[config.mk]
export PLATFORM = sky130hd
export DESIGN_NAME = key_event_debouncer_flat
export DESIGN_NICKNAME = d
export VERILOG_FILES = /design/src/rtl/key_event_debouncer_if.sv /design/src/rtl/key_event_debouncer.sv /design/src/flat_wrapper.sv
export SDC_FILE = /design/constraint.sdc
export NUM_CORES = 1
export LEC_CHECK = 0
export CORE_AREA = 5 5 69 71
export DETAILED_ROUTE_END_ITERATION = 6
export DIE_AREA = 0 0 74 76
export DONT_BUFFER_PORTS = 1
export PLACE_DENSITY = 0.68
export SYNTH_ARGS = -nofsm -noshare
export SYNTH_HDL_FRONTEND = slang
export SYNTH_SLANG_ARGS = --single-unit
[constraint.sdc]
create_clock -name clk -period 3.2 [get_ports clk]
set_input_delay 0 -clock clk [delete_from_list [all_inputs] [get_ports clk]]
set_output_delay 0 -clock clk [all_outputs]
set_load 0.005 [all_outputs]
[src/rtl/key_event_debouncer_if.sv]
// Scanner/consumer bundle for the key event debouncer.
// The slave side is the debouncer itself; the master side drives scans and consumes events.
interface key_event_debouncer_if #(
  parameter int unsigned WIDTH      = 4,
  parameter int unsigned FIFO_DEPTH = 4
);
  localparam int unsigned CountW = $clog2(FIFO_DEPTH) + 1;

  logic              scan_en;
  logic [WIDTH-1:0]  key_in;
  logic              repeat_en;
  logic [WIDTH-1:0]  key_value;
  logic              key_held;
  logic              ev_valid;
  logic [WIDTH-1:0]  ev_code;
  logic              ev_ready;
  logic [CountW-1:0] ev_count;
  logic              ev_overflow;

  // Scanner plus event consumer.
  modport master (
    output scan_en,
    output key_in,
    output repeat_en,
    output ev_ready,
    input  key_value,
    input  key_held,
    input  ev_valid,
    input  ev_code,
    input  ev_count,
    input  ev_overflow
  );

  // Debouncer.
  modport slave (
    input  scan_en,
    input  key_in,
    input  repeat_en,
    input  ev_ready,
    output key_value,
    output key_held,
    output ev_valid,
    output ev_code,
    output ev_count,
    output ev_overflow
  );
endinterface

[src/rtl/key_event_debouncer.sv]
// Debounces a scanned key code, emits press and auto-repeat events into a small FIFO.
// Release is debounced too but produces no event.
module key_event_debouncer #(
  parameter int unsigned      WIDTH        = 4,
  parameter logic [WIDTH-1:0] IDLE_CODE    = {WIDTH{1'b1}},
  parameter int unsigned      STABLE_SCANS = 3,
  parameter int unsigned      REPEAT_DELAY = 4,
  parameter int unsigned      REPEAT_RATE  = 2,
  parameter int unsigned      FIFO_DEPTH   = 4
) (
  input logic                  clk,
  input logic                  rst,
  key_event_debouncer_if.slave bus
);

  localparam int unsigned CntW   = $clog2(STABLE_SCANS + 1);
  localparam int unsigned RepW   = $clog2(REPEAT_DELAY + REPEAT_RATE + 1);
  localparam int unsigned PtrW   = $clog2(FIFO_DEPTH);
  localparam int unsigned CountW = $clog2(FIFO_DEPTH) + 1;

  localparam logic [CntW-1:0]   StableLast = CntW'(STABLE_SCANS);
  localparam logic [RepW-1:0]   RepDelay   = RepW'(REPEAT_DELAY);
  // Reaching Delay+Rate re-arms the counter at Delay, so it never grows past this bound.
  localparam logic [RepW-1:0]   RepWrap    = RepW'(REPEAT_DELAY + REPEAT_RATE);
  localparam logic [CountW-1:0] CountFull  = CountW'(FIFO_DEPTH);

  typedef enum logic [1:0] {
    StIdle,
    StCand,
    StPressed,
    StRelchk
  } state_e;

  state_e state_q, state_d;

  logic [CntW-1:0]  cnt_q, cnt_d, cnt_inc;
  logic [RepW-1:0]  rep_q, rep_d, rep_inc;
  logic [WIDTH-1:0] cand_q, cand_d;
  logic [WIDTH-1:0] key_value_q, key_value_d;
  logic             key_match;
  logic             key_idle;
  logic             push;
  logic [WIDTH-1:0] push_code;

  logic [WIDTH-1:0]  mem_q [FIFO_DEPTH];
  logic [PtrW-1:0]   wr_ptr_q, wr_ptr_d;
  logic [PtrW-1:0]   rd_ptr_q, rd_ptr_d;
  logic [CountW-1:0] count_q, count_d;
  logic              ovf_q, ovf_d;
  logic              fifo_full;
  logic              fifo_empty;
  logic              pop;
  logic              wr_en;

  // Decode the incoming scan against the current candidate.
  always_comb begin
    key_match = (bus.key_in == cand_q);
    key_idle  = (bus.key_in == IDLE_CODE);
    cnt_inc   = cnt_q + CntW'(1);
    rep_inc   = rep_q + RepW'(1);
  end

  // FSM state register.
  always_ff @(posedge clk) begin
    if (rst) begin
      state_q <= StIdle;
    end else begin
      state_q <= state_d;
    end
  end

  // FSM next-state logic; only scan cycles may move the state.
  always_comb begin
    state_d = state_q;
    if (bus.scan_en) begin
      case (state_q)
        StIdle: begin
          if (!key_idle) state_d = StCand;
        end
        StCand: begin
          if (key_match) begin
            if (cnt_inc == StableLast) state_d = StPressed;
          end else if (key_idle) begin
            state_d = StIdle;
          end
        end
        StPressed: begin
          if (!key_match) state_d = StRelchk;
        end
        StRelchk: begin
          if (key_match) begin
            state_d = StPressed;
          end else if (cnt_inc == StableLast) begin
            state_d = StIdle;
          end
        end
        default: state_d = StIdle;
      endcase
    end
  end

  // Counters, candidate, debounced value and event generation for the current scan.
  always_comb begin
    cnt_d       = cnt_q;
    rep_d       = rep_q;
    cand_d      = cand_q;
    key_value_d = key_value_q;
    push        = 1'b0;
    push_code   = cand_q;
    if (bus.scan_en) begin
      case (state_q)
        StIdle: begin
          if (!key_idle) begin
            cand_d = bus.key_in;
            cnt_d  = CntW'(1);
          end
        end
        StCand: begin
          if (key_match) begin
            cnt_d = cnt_inc;
            if (cnt_inc == StableLast) begin
              key_value_d = cand_q;
              rep_d       = '0;
              push        = 1'b1;
            end
          end else if (!key_idle) begin
            cand_d = bus.key_in;
            cnt_d  = CntW'(1);
          end
        end
        StPressed: begin
          if (!key_match) begin
            cnt_d = CntW'(1);
          end else if (!bus.repeat_en) begin
            rep_d = '0;
          end else begin
            rep_d = rep_inc;
            if (rep_inc == RepDelay) begin
              push = 1'b1;
            end else if (rep_inc == RepWrap) begin
              push  = 1'b1;
              rep_d = RepDelay;
            end
          end
        end
        StRelchk: begin
          // Any code other than the held one counts towards release; a new key is only
          // considered once back in idle.
          if (!key_match) begin
            cnt_d = cnt_inc;
            if (cnt_inc == StableLast) key_value_d = IDLE_CODE;
          end
        end
        default: ;
      endcase
    end
  end

  // Datapath registers.
  always_ff @(posedge clk) begin
    if (rst) begin
      cnt_q       <= '0;
      rep_q       <= '0;
      cand_q      <= IDLE_CODE;
      key_value_q <= IDLE_CODE;
    end else begin
      cnt_q       <= cnt_d;
      rep_q       <= rep_d;
      cand_q      <= cand_d;
      key_value_q <= key_value_d;
    end
  end

  // FIFO control: a pop on a full queue makes room for a same-cycle push.
  always_comb begin
    fifo_full  = (count_q == CountFull);
    fifo_empty = (count_q == '0);
    pop        = !fifo_empty && bus.ev_ready;
    wr_en      = push && (!fifo_full || pop);
    ovf_d      = push && fifo_full && !pop;
    wr_ptr_d   = wr_en ? wr_ptr_q + PtrW'(1) : wr_ptr_q;
    rd_ptr_d   = pop ? rd_ptr_q + PtrW'(1) : rd_ptr_q;
    count_d    = count_q;
    case ({wr_en, pop})
      2'b10:   count_d = count_q + CountW'(1);
      2'b01:   count_d = count_q - CountW'(1);
      default: count_d = count_q;
    endcase
  end

  // FIFO pointers, occupancy and overflow pulse.
  always_ff @(posedge clk) begin
    if (rst) begin
      wr_ptr_q <= '0;
      rd_ptr_q <= '0;
      count_q  <= '0;
      ovf_q    <= 1'b0;
    end else begin
      wr_ptr_q <= wr_ptr_d;
      rd_ptr_q <= rd_ptr_d;
      count_q  <= count_d;
      ovf_q    <= ovf_d;
    end
  end

  // FIFO storage; contents need no reset since occupancy gates visibility.
  always_ff @(posedge clk) begin
    if (wr_en && !rst) begin
      mem_q[wr_ptr_q] <= push_code;
    end
  end

  // FSM and queue outputs.
  always_comb begin
    bus.key_value   = key_value_q;
    bus.key_held    = (state_q == StPressed) || (state_q == StRelchk);
    bus.ev_valid    = !fifo_empty;
    bus.ev_code     = mem_q[rd_ptr_q];
    bus.ev_count    = count_q;
    bus.ev_overflow = ovf_q;
  end

endmodule

[src/flat_wrapper.sv]
// flat-port wrapper written by rule: the top's interface ports become plain ports
module key_event_debouncer_flat 
#(
  parameter int unsigned      WIDTH        = 4,
  parameter logic [WIDTH-1:0] IDLE_CODE    = {WIDTH{1'b1}},
  parameter int unsigned      STABLE_SCANS = 3,
  parameter int unsigned      REPEAT_DELAY = 4,
  parameter int unsigned      REPEAT_RATE  = 2,
  parameter int unsigned      FIFO_DEPTH   = 4
)
  (clk, rst, bus_scan_en, bus_key_in, bus_repeat_en, bus_ev_ready, bus_key_value, bus_key_held, bus_ev_valid, bus_ev_code, bus_ev_count, bus_ev_overflow);
  key_event_debouncer_if #(.WIDTH(WIDTH), .FIFO_DEPTH(FIFO_DEPTH)) bus_i ();
  input logic clk;
  input logic rst;
  input wire logic [$bits(bus_i.scan_en)-1:0] bus_scan_en;
  input wire logic [$bits(bus_i.key_in)-1:0] bus_key_in;
  input wire logic [$bits(bus_i.repeat_en)-1:0] bus_repeat_en;
  input wire logic [$bits(bus_i.ev_ready)-1:0] bus_ev_ready;
  output wire logic [$bits(bus_i.key_value)-1:0] bus_key_value;
  output wire logic [$bits(bus_i.key_held)-1:0] bus_key_held;
  output wire logic [$bits(bus_i.ev_valid)-1:0] bus_ev_valid;
  output wire logic [$bits(bus_i.ev_code)-1:0] bus_ev_code;
  output wire logic [$bits(bus_i.ev_count)-1:0] bus_ev_count;
  output wire logic [$bits(bus_i.ev_overflow)-1:0] bus_ev_overflow;
  assign bus_i.scan_en = bus_scan_en;
  assign bus_i.key_in = bus_key_in;
  assign bus_i.repeat_en = bus_repeat_en;
  assign bus_i.ev_ready = bus_ev_ready;
  assign bus_key_value = bus_i.key_value;
  assign bus_key_held = bus_i.key_held;
  assign bus_ev_valid = bus_i.ev_valid;
  assign bus_ev_code = bus_i.ev_code;
  assign bus_ev_count = bus_i.ev_count;
  assign bus_ev_overflow = bus_i.ev_overflow;
  key_event_debouncer #(.WIDTH(WIDTH), .IDLE_CODE(IDLE_CODE), .STABLE_SCANS(STABLE_SCANS), .REPEAT_DELAY(REPEAT_DELAY), .REPEAT_RATE(REPEAT_RATE), .FIFO_DEPTH(FIFO_DEPTH)) u_core (.clk(clk), .rst(rst), .bus(bus_i));
endmodule
# ---- Word level (Yosys, flattened, before mapping)
# Memories as Yosys holds them, arrays and structs flattened. A register that Yosys moved wholly into a read port is not among the register bits.
# Cells that the tools add are included.
dict set report op_classes {
  n_reduce_logical 22
  add_sub_neg 6
  eq_ne 22
  mux 41
}
# op count
set ops {}
lappend ops {{$mux W2} 13}
lappend ops {{$mux W4} 6}
lappend ops {{$mux W3} 6}
lappend ops {{$pmux W2 S4} 2}
lappend ops {{$pmux W4 S2} 2}
lappend ops {{$pmux W3 S2} 2}
lappend ops {{$reduce_and A6 Y1} 2}
lappend ops {{$eq A3 B3 Y1 const B} 3}
lappend ops {{$mux W1} 9}
lappend ops {{$eq A2 B2 Y1 const B} 4}
lappend ops {{$ne A2 B1 Y1 const B} 4}
lappend ops {{$ne A2 B2 Y1 const B} 4}
lappend ops {{$reduce_bool A2 Y1} 4}
lappend ops {{$add A2 B1 Y2 const B} 3}
lappend ops {{$add A3 B1 Y3 const B} 2}
lappend ops {{$ne A3 B1 Y1 const B} 2}
lappend ops {{$reduce_and A3 Y1} 2}
lappend ops {{$logic_and A1 B1 Y1} 5}
lappend ops {{$reduce_and A5 Y1} 1}
lappend ops {{$eq A2 B1 Y1 const B} 2}
lappend ops {{$eq A4 B4 Y1} 1}
lappend ops {{$eq A4 B4 Y1 const B} 1}
lappend ops {{$logic_not A1 Y1} 4}
lappend ops {{$logic_not A3 Y1} 1}
lappend ops {{5 further kinds} 6}
dict set report totals {
  ff_bits 23
  inputBits 9
  elab_cells 101
  mem_count 1
  output_inout_bits 14
  ram_bits 16
}
# name words width read_ports rd_ports_with_merged_regs write_ports line_no
set mem_list {}
lappend mem_list {u_core.mem_q 4 4 1 1 1 key_event_debouncer.sv:45} ;# logic [WIDTH-1:0] mem_q [FIFO_DEPTH];

# ---- Longest topological paths before layout
# Gate-level depths: netlist of the first run.
dict set report logic_depth {
  word_depth 12
  ltp_mapped 9
  ltp_nobuf 9
}

# ---- Least setup slack after synthesis of the first run
# OpenSTA, ideal clock, no wires.
dict set report synth_path {
  path_kind {register -> register}
  from {register u_core.cand_q[1]}
  to {register u_core.count_q[2], in the netlist u_core.bus.ev_count[2]}
  path_stages_with_launch 8
  arrival_time_ns 2.466
  path_buffers 1
  t_required_ns 3.137
  setup_ns 0.063
  slack_ns 0.672
  period_less_slack_ns 2.528
  path_cell_list {dfxtp_1 -> xor2_1 -> or4_4 -> buf_6 -> o31ai_2 -> fa_1 -> or4b_2 -> nand3_1}
}
dict set report synth_via {
  elab_chain_cells 7
  elab_cells_between_ends 10
  cone_classes {eq/ne (3); mux (5); reduce/logical (2)}
}
# element line_no
set synth_lines {}
lappend synth_lines {{from (decl)} key_event_debouncer.sv:38} ;# logic [WIDTH-1:0] cand_q, cand_d;
lappend synth_lines {{from (signal assigned)} key_event_debouncer.sv:169} ;# cand_q <= cand_d;
lappend synth_lines {{$eq A4 B4 Y1 (*)} key_event_debouncer.sv:57} ;# key_match = (bus.key_in == cand_q);
lappend synth_lines {{$mux W1 (on tied branches)} {key_event_debouncer.sv:132, key_event_debouncer.sv:119}}
lappend synth_lines {{$pmux W1 S2 (*)} key_event_debouncer.sv:111} ;# case (state_q)
lappend synth_lines {{$mux W1 (*)} key_event_debouncer.sv:110} ;# if (bus.scan_en) begin
lappend synth_lines {{$logic_and A1 B1 Y1 (*)} key_event_debouncer.sv:179} ;# wr_en = push && (!fifo_full || pop);
lappend synth_lines {{$eq A2 B1 Y1 or $eq A2 B2 Y1 (tied branches)} key_event_debouncer.sv:184} ;# case ({wr_en, pop})
lappend synth_lines {{$pmux W3 S2 or $reduce_bool A2 Y1 (tied branches)} --}
lappend synth_lines {{to (signal assigned)} key_event_debouncer.sv:201} ;# count_q <= count_d;
lappend synth_lines {{to (decl)} key_event_debouncer.sv:48} ;# logic [CountW-1:0] count_q, count_d;
# Every way passes the cells marked *; elsewhere a longest branch is shown, timed or not.
# A chain may end at the register's enable or synchronous reset.

# ---- Final worst setup path of the first run
# Ends and elaborated chain as after synthesis.

==> results of run 1 <==
## synth_stat cells (all sizes together) (5+ instances only)
cell / number / area share (%)
a21oi: 10 / 2.4
and2: 5 / 1.5
clkbuf: 5 / 0.89
dfxtp: 25 / 24
edfxtp: 16 / 23
ha: 12 / 7.1
inv: 12 / 2.1
mux2i: 11 / 5.2
nand2: 11 / 1.9
nand3: 5 / 1.2
nand4: 5 / 1.5
nor2: 14 / 2.5
nor3: 8 / 1.9
xor2: 5 / 2.1
## per-stage QoR
step	hold slack [ns]	cells	util [%]	area (um^2)
floorplan	0.128	198	-	2120
global placement	0.0747	243	51.6	2150
detailed placement	0.0772	243	51.6	2150
CTS	0.00983	260	56.4	2350
global route	0.0475	260	56.4	2350
finish	0.0249	260	56.4	2350
## placed cells by master, fill, tap and decap left out, types with 8 or more instances in the layout
cell type      instances
mux2i_1               11
ha_1                  12
dfxtp_1               25
edfxtp_1              16
dlygate4sd3_1          9
nor3_1                 8
a21oi_1               10
inv_1                 12
nor2_1                14
nand2_1               11
## worst paths after layout
| kind | start | end | slack, ns |
|---|---|---|---|
| hold reg to reg | u_core.cnt_q[1] | u_core.cnt_q[1] | 0.51 |
| setup / recovery | u_core.cand_q[1] | u_core.bus.ev_count[2] | 0.47 |
| setup reg to reg | u_core.cand_q[1] | u_core.bus.ev_count[2] | 0.47 |
| hold / removal | bus_scan_en | u_core.bus.key_value[2] | 0.02 |
## cell type report
class                           count  area share (%)
Clock inverter                      3            1.75
Clock buffer                        5            2.92
Sequential cell                    41            41.7
Timing Repair Buffer               10            4.14
Inverter                           12            1.91
Multi-Input combinational cell    137            44.8
Tap cell                           52            2.76
## layer usage
layer  wire length (um)  up-vias
li1                   -      735
met1               1640      694
met2               2230       33
met3                173        7
met4                 68        0
met5                  0        -
## cell families (layout without fill, tap and decap cells)
family,after synthesis,count (layout)
buf+inv,20,30
xor+xnor,8,8
simple gates,69,69
flops,41,41
compound gates,29,29
mux,18,18
fa+ha+maj,13,13
## worst register-to-register path: cells and delay by family, from the launching register on
kind	cells	cell delay (ns)
adders and majority gates	1	0.33
and+or+nand+nor	3	1.32
xor gates and xnor gates	1	0.14
DFF	1	0.47
AOI/OAI and AO/OA	1	0.42
## power breakdown
group | leakage (nW) | switching, mW | internal (mW)
Combinational | 0.459 | 0.0996 | 0.101
Clock | 0.0518 | 0.174 | 0.229
Sequential | 0.344 | 0.0453 | 0.573
## sequential cells by signal, summed over array words and instances (netlist names), named ones only
signal                  count
u_core.bus.ev_overflow      1
u_core.rd_ptr_q             2
u_core.bus.ev_count         3
u_core.bus.key_value        4
u_core.rep_q                3
u_core.wr_ptr_q             2
u_core.state_q              1
u_core.cnt_q                2
u_core.mem_q               16
u_core.cand_q               4
==> summary.md, run 1 <==
| Metric | Value |
|---|---|
| Hold_buf cts | 9 |
| Met3 usage | 4.49% |
| First-pass GRT wire length | roughly 7.4 mm |
| Vias in the first global route | 1585 |
| Core area | 4170 um^2 |
| Slowest stage cell, crit path | or4_4 |
| Dpl hpwl | 3.01 mm |
| Initial antenna violation count | 0 |
| Vias | 1469 |
| Synth Instances | 198 |
| Worst vdd ir | 0.261 mV |
| Post-synthesis compound-gate area fraction | 9.39% |
| RSZ-0062 raised after global routing | false |
| Grt met2 use | 28.6% |
| Routed len/inst | 15.8 um |
| Final Hold Fails | 0 |
| #FFs+latches synth | 41 |
| Worst setup SP type | flip-flop |
| Worst path required time | 3.44 ns |
| Period utilisation layout | 85.2% |
| Area of the multi-input gates | 1060 um^2 |
| Pwr/cell area | 519 nW/um^2 |
| Global placement routability congestion | 0.853 |
| Reg2reg path depth | 6 |
| Clock-pin slew on the worst setup and hold paths | roughly 0.080 ns |
| Hold Path Stages | 3 |
| Status | complete, no violations |
| H-tree Lvls | 2 |
| Max-slew headroom | 37.2% |
| Clock Latency Late Sink | 0.29 ns |
| Critical path arrival | 2.96 ns |
| WP depth | 6 |
| Postcts setup bufs | 0 |
| Netlist Area Pre-Place | 2120 um^2 |
| FF+latch area | approximately 980 um^2 |
| Die X | 74 um |
| Main combinational cell family by area after synthesis | simple AND/OR/NAND/NOR gates |
| Clk sink count | 41 |
| Slew Limit Fails | 0 |
| Chip height | 76 um |
| Ant. Diodes | 0 |
| Detail Route Antenna Nets | 0 |
| Filler cells | 366 |
| Setup violators final | 0 |
| Worst Slack Setup Final | around 0.47 ns |
| Post-synth ARST share | 0% |
| Final net count | 229 |
| Leakage power | approximately 0.85 nW |
| Sequential element share of the synthesized area | 46.3% |
| Number of DRC markers in iteration 0 | 87 |
| Input/output buffers | 0 |
| Dpl ws | just over 0.5 ns |
| Critical Path End Type | flip-flop |
| Root buffer cell | clkbuf_8 |
| TritonCTS buffer count | 5 |
| Drt total wl | between 4 and 5 mm |
| Largest delay share family, worst path | simple AND/OR/NAND/NOR gates |
| CTS tree | yes |
| Top_reg_cell synth | dfxtp_1 |
| Area Overhead vs Synth | 11.1% |
| XOR/XNOR Fraction of Synth Area | 3.31% |
| Total power | around 1.2 mW |
| Mean Syn Cell Area | 10.7 um^2 |
| Tightest Pin Transition | 0.938 ns |
| Synth Area in Adders | 8.03% |
| Cts repair resizes | 0 |
| Vias per inst | 5.65 |
| # DRC | 0 |
| Simple-Gate Fraction of Synth Area | 17.9% |
| Maxcap violations | 0 |
| Critical Setup Path Class | flip-flop to flip-flop |
| Die Area | 5620 um^2 |
| Syn. warnings | 0 |
| Ports | 23 |
| Share of cells above drive strength 1 | 10.6% |
| Total Routing Usage GR | 16.6% |
| WP buf/inv | 0 |
| Initial Utilization | 50.8% |
| Crit-path max FO | 8 |
| Number of flops mapped to enable cells by yosys | 16 |
| Number of distinct library cells after synthesis | between 40 and 50 |
| Post-synthesis mux area share | about 11% |
| Setup TNS | 0 ns |
| CTS max path bufs | 2 |
| DRT Pass-1 Iters | 4 |
| Met1 usage in global routing | 19.1% |
| GR Overflow Total | 0 |
| Max Fclk | 367 MHz |
| Hold Crit Class | input pin to flip-flop |
| Syn_nets | 220 |
| Crit-path cells | xor2_1 > or4_4 > o31ai_2 > fa_1 > or4b_2 > nand3_1 |
| Layout Skew | 0.00460 ns |
| GR peak layer | met2 |
| Period minus WS final | between 2 and 3 ns |
| Site row count | 24 |
| Crit path largest cell delay | between 0.6 and 0.7 ns |
| Largest net degree at the start of global routing | 28 |
No activity file was read; power rests on OpenSTA's default activity.
==> inputs of run 2 (changes only) <==
--- a/config.mk
+++ b/config.mk
@@ -10,6 +10,7 @@
 export DIE_AREA = 0 0 74 76
 export DONT_BUFFER_PORTS = 1
 export PLACE_DENSITY = 0.68
+export SETUP_SLACK_MARGIN = 0.5
 export SYNTH_ARGS = -nofsm -noshare
 export SYNTH_HDL_FRONTEND = slang
 export SYNTH_SLANG_ARGS = --single-unit
==> run 2 against run 1 <==
Clock-buffer cell count unchanged; first-iteration DRC count decreased by 6.9%; critical path depth unchanged; flip-flop and latch count unchanged; global-route usage decreased by 0.081 points; utilization increased by 0.27 points; critical path type unchanged; largest cell class unchanged; largest power group unchanged.
==> summary.md, run 2 (same netlist as run 1, synthesis figures left out) <==
| Metric | Value |
|---|---|
| H-tree Lvls | 2 (unchanged) |
| Largest register FFs | 16 (unchanged) |
| Crit path from | u_core.cand_q[1] |
| Largest reg by FF count | u_core.mem_q |
| WP depth | 6 (unchanged) |
| Setup TNS | 0 ns (unchanged) |
| CTS tree | yes |
| WP buf/inv | 0 (unchanged) |
| Clk sink count | 41 (unchanged) |
| End of the critical path | u_core.bus.ev_count[2] |
| First-pass GRT wire length | 7.33 mm (-0.48%) |
| CTS max path bufs | 2 (unchanged) |
| Slowest stage cell, crit path | or4_4 |
| Status | complete, no violations |
| Tightest Pin Transition | 0.941 ns (+0.00309 ns) |
| FF-to-FF End | u_core.bus.ev_count[2] |
| Setup violators final | 0 (unchanged) |
| Ports | 23 (unchanged) |
| DRT Pass-1 Iters | 4 (unchanged) |
| Pwr/cell area | 518 nW/um^2 (about the same) |
| Chip height | 76 um (unchanged) |
| Worst vdd ir | 0.261 mV (about the same) |
| Worst Slack Setup Final | 0.627 ns (+0.152 ns) |
| Most common cell after layout, fill and taps aside | dfxtp_1 |
| Worst path required time | 3.44 ns (about the same) |
| Ant. Diodes | 0 (unchanged) |
| Crit Reg-Reg Startpoint | u_core.cand_q[1] |
| Final Non-Filler Cells | 260 (unchanged) |
| Routed len/inst | 15.8 um (about the same) |
| Core area | 4170 um^2 (unchanged) |
| Dpl ws | 0.518 ns (unchanged) |
| Site row count | 24 (unchanged) |
| Critical Path End Type | flip-flop |
| Global placement routability congestion | 0.853 (unchanged) |
| Postcts setup bufs | 0 (unchanged) |
| Drt total wl | 4.11 mm (about the same) |
| WHS | 0.0256 ns (+0.000717 ns) |
| Detail Route Antenna Nets | 0 (unchanged) |
| Final Hold Fails | 0 (unchanged) |
| Crit-path cells | xor2_1 > or4_4 > o31ai_4 > fa_1 > or4b_2 > nand3_1 |
| Clock-pin slew on the worst setup and hold paths | 0.08 ns (about the same) |
| Leakage power | 0.855 nW (about the same) |
| Crit path largest cell delay | 0.63 ns (about the same) |
| Commonest cells after routing, fill and taps aside | dfxtp_1 (23), edfxtp_1 (16), nor2_1 (14) |
| Critical path arrival | 2.81 ns (-0.15 ns) |
| Placed Cells | 243 (unchanged) |
| Reg2reg path depth | 6 (unchanged) |
| Total Routing Usage GR | 16.6% (-0.081 points) |
| Layout Skew | 0.00490 ns (+0.000303 ns) |
| Root buffer cell | clkbuf_8 |
| Period minus WS final | 2.57 ns (-0.152 ns) |
| Slew Limit Fails | 0 (unchanged) |
| Number of DRC markers in iteration 0 | 81 (-6.9%) |
| Vias in the first global route | 1583 (-0.13%) |
| Maxcap violations | 0 (unchanged) |
| Area Overhead vs Synth | 11.6% |
| Worst setup SP type | flip-flop |
| Worst Hold Launch | bus_scan_en |
| Die Area | 5620 um^2 (unchanged) |
| Initial Utilization | 50.8% (unchanged) |
| Input/output buffers | 0 (unchanged) |
| Largest net degree at the start of global routing | 28 (unchanged) |
| Vias per inst | 5.68 (+0.48%) |
| Vias | 1476 (+0.48%) |
| Period utilisation layout | 80.4% (-4.8 points) |
| Reg2reg setup slack | 0.63 ns (+0.15 ns) |
| Largest delay share family, worst path | simple AND/OR/NAND/NOR gates |
| Initial antenna violation count | 0 (unchanged) |
| Final net count | 229 (unchanged) |
| Dpl cell area | 2150 um^2 (unchanged) |
| Max-slew headroom | 37.0% (-0.21 points) |
| # DRC | 0 (unchanged) |
| Share of cells above drive strength 1 | 11.5% (+0.96 points) |
| Clock Latency Late Sink | 0.29 ns (about the same) |
| Die X | 74 um (unchanged) |
| GR Overflow Total | 0 (unchanged) |
| Crit-path max FO | 8 (unchanged) |
| Fin area | 2370 um^2 (+0.48%) |
| Critical Setup Path Class | flip-flop to flip-flop |
| Dpl hpwl | 3.01 mm (unchanged) |
| Hold Crit Class | input pin to flip-flop |
| Max Fclk | 389 MHz (+5.9%) |
| TritonCTS buffer count | 5 (unchanged) |
| RSZ-0062 raised after global routing | false |
## run 2: changes by cell type in the layout (fill, tap and decap cells not counted)
cell and delta:
dfxtp_1 -2, dfxtp_2 +2, o31ai_2 -1, o31ai_4 +1
## run 2: timing repair
item	in CTS	in global routing
endpoints found under the setup margin	1	1
hold buffers	9	0
endpoints found under the hold margin	25	0
gates resized for setup	1	2
## run 2: power breakdown
part           internal, mW  switching, mW  total [mW]  leakage (nW)
Sequential            0.573         0.0452       0.618         0.343
Clock                 0.229          0.174       0.403        0.0518
Combinational         0.103          0.102       0.205         0.460
## run 2: final cells by class
type | count | area [um^2]
Clock buffer | 5 | 68.8
Clock inverter | 3 | 41.3
Fill cell | 366 | 1810
Inverter | 12 | 45.0
Multi-Input combinational cell | 137 | 1060
Sequential cell | 41 | 983
Tap cell | 52 | 65.1
Timing Repair Buffer | 10 | 97.6
## run 2: metal layers
layer,vias up,routed length (um),track usage [%]
met5,-,0,0
met3,7,165,4.49
met2,31,2230,28.6
met4,0,68,6.52
met1,704,1640,18.8
li1,734,-,-
## run 2: worst min-delay path by stage
stage                                    endpoint  slack (ns)  cells past startpoint
after floorplan                  u_core.cand_q[0]        0.13                      2
after global placement            u_core.rep_q[2]        0.07                      1
after detailed placement          u_core.rep_q[2]        0.08                      1
after CTS                 u_core.bus.key_value[2]        0.01                      3
after global routing      u_core.bus.key_value[3]        0.05                      3
final                     u_core.bus.key_value[2]        0.03                      3
## run 2: stage by stage
stage	utilization [%]	total power, mW
after CTS	56.6	1.24
after global routing	56.7	1.30
after floorplan	-	0.784
after detailed placement	51.6	0.820
after global placement	51.6	0.809
final	56.7	1.23
## run 2: worst min-delay path: cells and delay by family
kind	cells	cell delay, ns
muxes	1	0.13
AOI/OAI and AO/OA	1	0.10
and+or+nand+nor	1	0.04
==> inputs of run 3 (changes only) <==
--- a/config.mk
+++ b/config.mk
@@ -5,11 +5,12 @@
 export SDC_FILE = /design/constraint.sdc
 export NUM_CORES = 1
 export LEC_CHECK = 0
+export ABC_AREA = 1
 export CORE_AREA = 5 5 69 71
 export DETAILED_ROUTE_END_ITERATION = 6
 export DIE_AREA = 0 0 74 76
 export DONT_BUFFER_PORTS = 1
-export PLACE_DENSITY = 0.68
+export PLACE_DENSITY = 0.72
 export SETUP_SLACK_MARGIN = 0.5
 export SYNTH_ARGS = -nofsm -noshare
 export SYNTH_HDL_FRONTEND = slang
==> constraint.sdc (replaced) <==
create_clock -name clk -period 2.3 [get_ports clk]
set_input_delay 0 -clock clk [delete_from_list [all_inputs] [get_ports clk]]
set_output_delay 0 -clock clk [all_outputs]
set_load 0.005 [all_outputs]
==> run 3 against run 2 <==
Clock skew is 0.0028 ns higher; clock-buffer cell count is 1 higher; global-route usage is 0.71 points higher; cell count is 35% higher; maximum frequency is 38% higher; via count is 22% higher; design area is 13% higher; clock power is 40% higher; highest routed layer unchanged.
==> summary.md, run 3 <==
| Metric | Value |
|---|---|
| Worst setup SP type | flip-flop |
| Total Routing Usage GR | 17.3% (+0.71 points) |
| Clock-pin slew on the worst setup and hold paths | 0.08 ns (about the same) |
| Drt total wl | 4.68 mm (+14%) |
| DRT Pass-1 Iters | 4 (unchanged) |
| Tightest Pin Transition | 0.295 ns (-0.646 ns) |
| CTS max path bufs | 2 (unchanged) |
| Vias | 1805 (+22%) |
| Critical Path End Type | flip-flop |
| Setup violators final | 0 (unchanged) |
| Reg2reg path depth | 13 (+7) |
| Max Fclk | 535 MHz (+38%) |
| WHS | 0.0210 ns (-0.00461 ns) |
| Area Overhead vs Synth | 23.2% |
| #FFs+latches synth | 41 (unchanged) |
| GR Overflow Total | 0 (unchanged) |
| Clock Latency Late Sink | 0.29 ns (about the same) |
| Worst Slack Setup Final | 0.430 ns (-0.196 ns) |
| Top cells by area, synth | dfxtp_1 (23%), edfxtp_1 (22%), nand2_1 (8.5%), inv_1 (7.1%), ha_1 (6.9%) |
| Slew Limit Fails | 0 (unchanged) |
| Synth top area share | 23.1% (-0.52 points) |
| Synth top cells by count | nand2_1 (49), inv_1 (41), nor2_1 (39) |
| Final Hold Fails | 0 (unchanged) |
| Pwr/cell area | 750 nW/um^2 (+45%) |
| Layout Skew | 0.00766 ns (+0.00275 ns) |
| Largest reg by FF count | u_core.mem_q |
| Setup TNS | 0 ns (unchanged) |
| Die Area | 5620 um^2 (unchanged) |
| Root buffer cell | clkbuf_8 |
| Sequential element share of the synthesized area | 45.3% (-1.0 points) |
| Max-slew headroom | 80.2% (+43 points) |
| Vias in the first global route | 1773 (+12%) |
| Number of flops mapped to enable cells by yosys | 16 (unchanged) |
| Synth area leader | dfxtp_1 |
| Dpl ws | 0.304 ns (-0.214 ns) |
| Syn. warnings | 0 (unchanged) |
| Netlist Area Pre-Place | 2170 um^2 (+2.2%) |
| Site row count | 24 (unchanged) |
| Mean Syn Cell Area | 7.97 um^2 (-26%) |
| Period utilisation layout | 81.3% (+0.87 points) |
| Largest net degree at the start of global routing | 21 (-25%) |
| Vias per inst | 5.16 (-9.2%) |
| Worst path required time | 2.49 ns (-0.95 ns) |
| Fin area | 2670 um^2 (+13%) |
| Number of distinct library cells after synthesis | 30 (-36%) |
| Final net count | 319 (+39%) |
| RSZ-0062 raised after global routing | true |
| Chip height | 76 um (unchanged) |
| Reg2reg setup slack | 0.43 ns (-0.20 ns) |
| Period minus WS final | 1.87 ns (-0.704 ns) |
| Filler cells | 344 (-6.0%) |
| Ant. Diodes | 0 (unchanged) |
| Number of DRC markers in iteration 0 | 64 (-21%) |
| Maxcap violations | 0 (unchanged) |
| Leakage power | 1.11 nW (+30%) |
| First-pass GRT wire length | 7.71 mm (+5.3%) |
| Synth Instances | 272 (+37%) |
| Ports | 23 (unchanged) |
| Largest register FFs | 16 (unchanged) |
| Core area | 4170 um^2 (unchanged) |
| Commonest cells after routing, fill and taps aside | nand2_1 (47), inv_1 (35), nor2_1 (31) |
| Dpl hpwl | 3.02 mm (+0.35%) |
| TritonCTS buffer count | 5 (unchanged) |
| Share of cells above drive strength 1 | 26.5% (+15 points) |
| Global placement routability congestion | 0.882 (+3.3%) |
| Crit-path max FO | 2 (-6) |
| Crit Reg-Reg Startpoint | u_core.state_q[0] |
| CTS tree | yes |
| H-tree Lvls | 2 (unchanged) |
| Critical Setup Path Class | flip-flop to flip-flop |
| Detail Route Antenna Nets | 0 (unchanged) |
| Top_reg_cell synth | dfxtp_1 |
| Post-synth ARST share | 0% (unchanged) |
| Worst Hold End | u_core.rep_q[2] |
| Die X | 74 um (unchanged) |
| Status | complete, no violations |
| Dpl cell area | 2240 um^2 (+4.1%) |
| Syn_nets | 294 (+34%) |
| Hold Crit Class | input pin to flip-flop |
| Input/output buffers | 0 (unchanged) |
| Clk sink count | 41 (unchanged) |
| Worst vdd ir | 0.322 mV (+23%) |
| Initial antenna violation count | 0 (unchanged) |
| Most common cell after layout, fill and taps aside | nand2_1 |
| Worst Hold Launch | bus_scan_en |
| Initial Utilization | 51.9% (+1.1 points) |
| Critical path arrival | 2.06 ns (-0.75 ns) |
| # DRC | 0 (unchanged) |
| Routed len/inst | 13.4 um (-15%) |
| Hold Path Stages | 4 (+1) |
| FF-to-FF End | u_core.bus.ev_count[2] |
| Most frequent cell after synthesis | nand2_1 |
-- run 3: changes by cell type after synthesis, moves of 5 or more --
| cell | delta |
|---|---|
| nand3_1 | +9 |
| xor2_1 | -5 |
| and2_1 | -5 |
| nand2_2 | +6 |
| inv_1 | +29 |
| o21ai_0 | +12 |
| nor2_2 | +5 |
| nor2_1 | +25 |
| o21ai_1 | +5 |
| nand2_1 | +38 |
| nor3_1 | -5 |
| mux2i_1 | -11 |
-- run 3: timing repair --
action                                  CTS  global route
endpoints found under the setup margin   18            22
hold buffers                              7             0
hold endpoints to repair                 13             0
pin swaps                                 9             9
resized for setup                        35            18
buffers inserted                          6             6
-- run 3: power breakdown --
| group | internal, mW | switching [mW] | total [mW] |
|---|---|---|---|
| clock network | 0.322 | 0.243 | 0.565 |
| logic | 0.209 | 0.331 | 0.540 |
| registers | 0.822 | 0.0746 | 0.897 |
-- run 3: worst max-delay path, stage by stage (launching register included) --
cell and delay [ns]:
dfxtp_4 0.37, inv_4 0.05, ha_4 0.23, nand2_2 0.06
nor2_2 0.05, inv_1 0.06, nor2_2 0.04, nand2_2 0.07
nand2_2 0.07, fa_2 0.35, inv_2 0.05, nand4_1 0.12
a21oi_1 0.19, nor2_1 0.06
-- run 3: worst max path at each step --
stage,depth (start not counted),slack [ns],start,end
final,13,0.43,u_core.state_q[0],u_core.bus.ev_count[2]
after global routing,12,0.33,flip-flop,u_core.bus.ev_count[1]
after CTS,12,0.47,u_core.rep_q[0],u_core.bus.ev_count[2]
after detailed placement,8,0.30,u_core.state_q[0],u_core.mem_q[3][2]
after global placement,12,0.39,u_core.cand_q[1],u_core.bus.ev_count[1]
after floorplan,13,0.51,u_core.state_q[0],u_core.bus.ev_count[2]
-- run 3: cell type report --
cell class                 instances  area, um^2  share of cell area [%]
clock buffer                       6        72.6                    2.72
clock inverter                     2        35.0                    1.31
inverter                          44         171                    6.42
multi-input combinational        184        1140                    42.7
sequential                        41        1010                    37.8
tap                               52        65.1                    2.44
timing repair buffer              21         175                    6.56
-- run 3: per-stage QoR --
step | util (%) | instances | power [mW]
after floorplan | - | 272 | 1.25
after global placement | 53.7 | 323 | 1.33
after detailed placement | 53.7 | 323 | 1.34
after CTS | 61.9 | 344 | 1.97
after global routing | 64.0 | 350 | 2.13
final | 64.0 | 350 | 2.00
-- run 3: per-layer routing --
layer / vias up / track usage (%) / share of wire [%]
met2: 52 / 30.3 / 52
met1: 809 / 18.8 / 40
met4: 0 / 7.61 / 2.9
met5: - / 0 / 0
met3: 16 / 4.62 / 5.4
li1: 928 / - / -
-- run 3: cells by family after synthesis --
kind of cell	Yosys count	share of synthesized area, %
AO/OA/AOI/OAI	45	12.1
adder cells (fa/ha/maj)	13	7.85
buffers and inverters	47	8.20
flip-flops	41	45.3
AND/OR/NAND/NOR	126	26.6
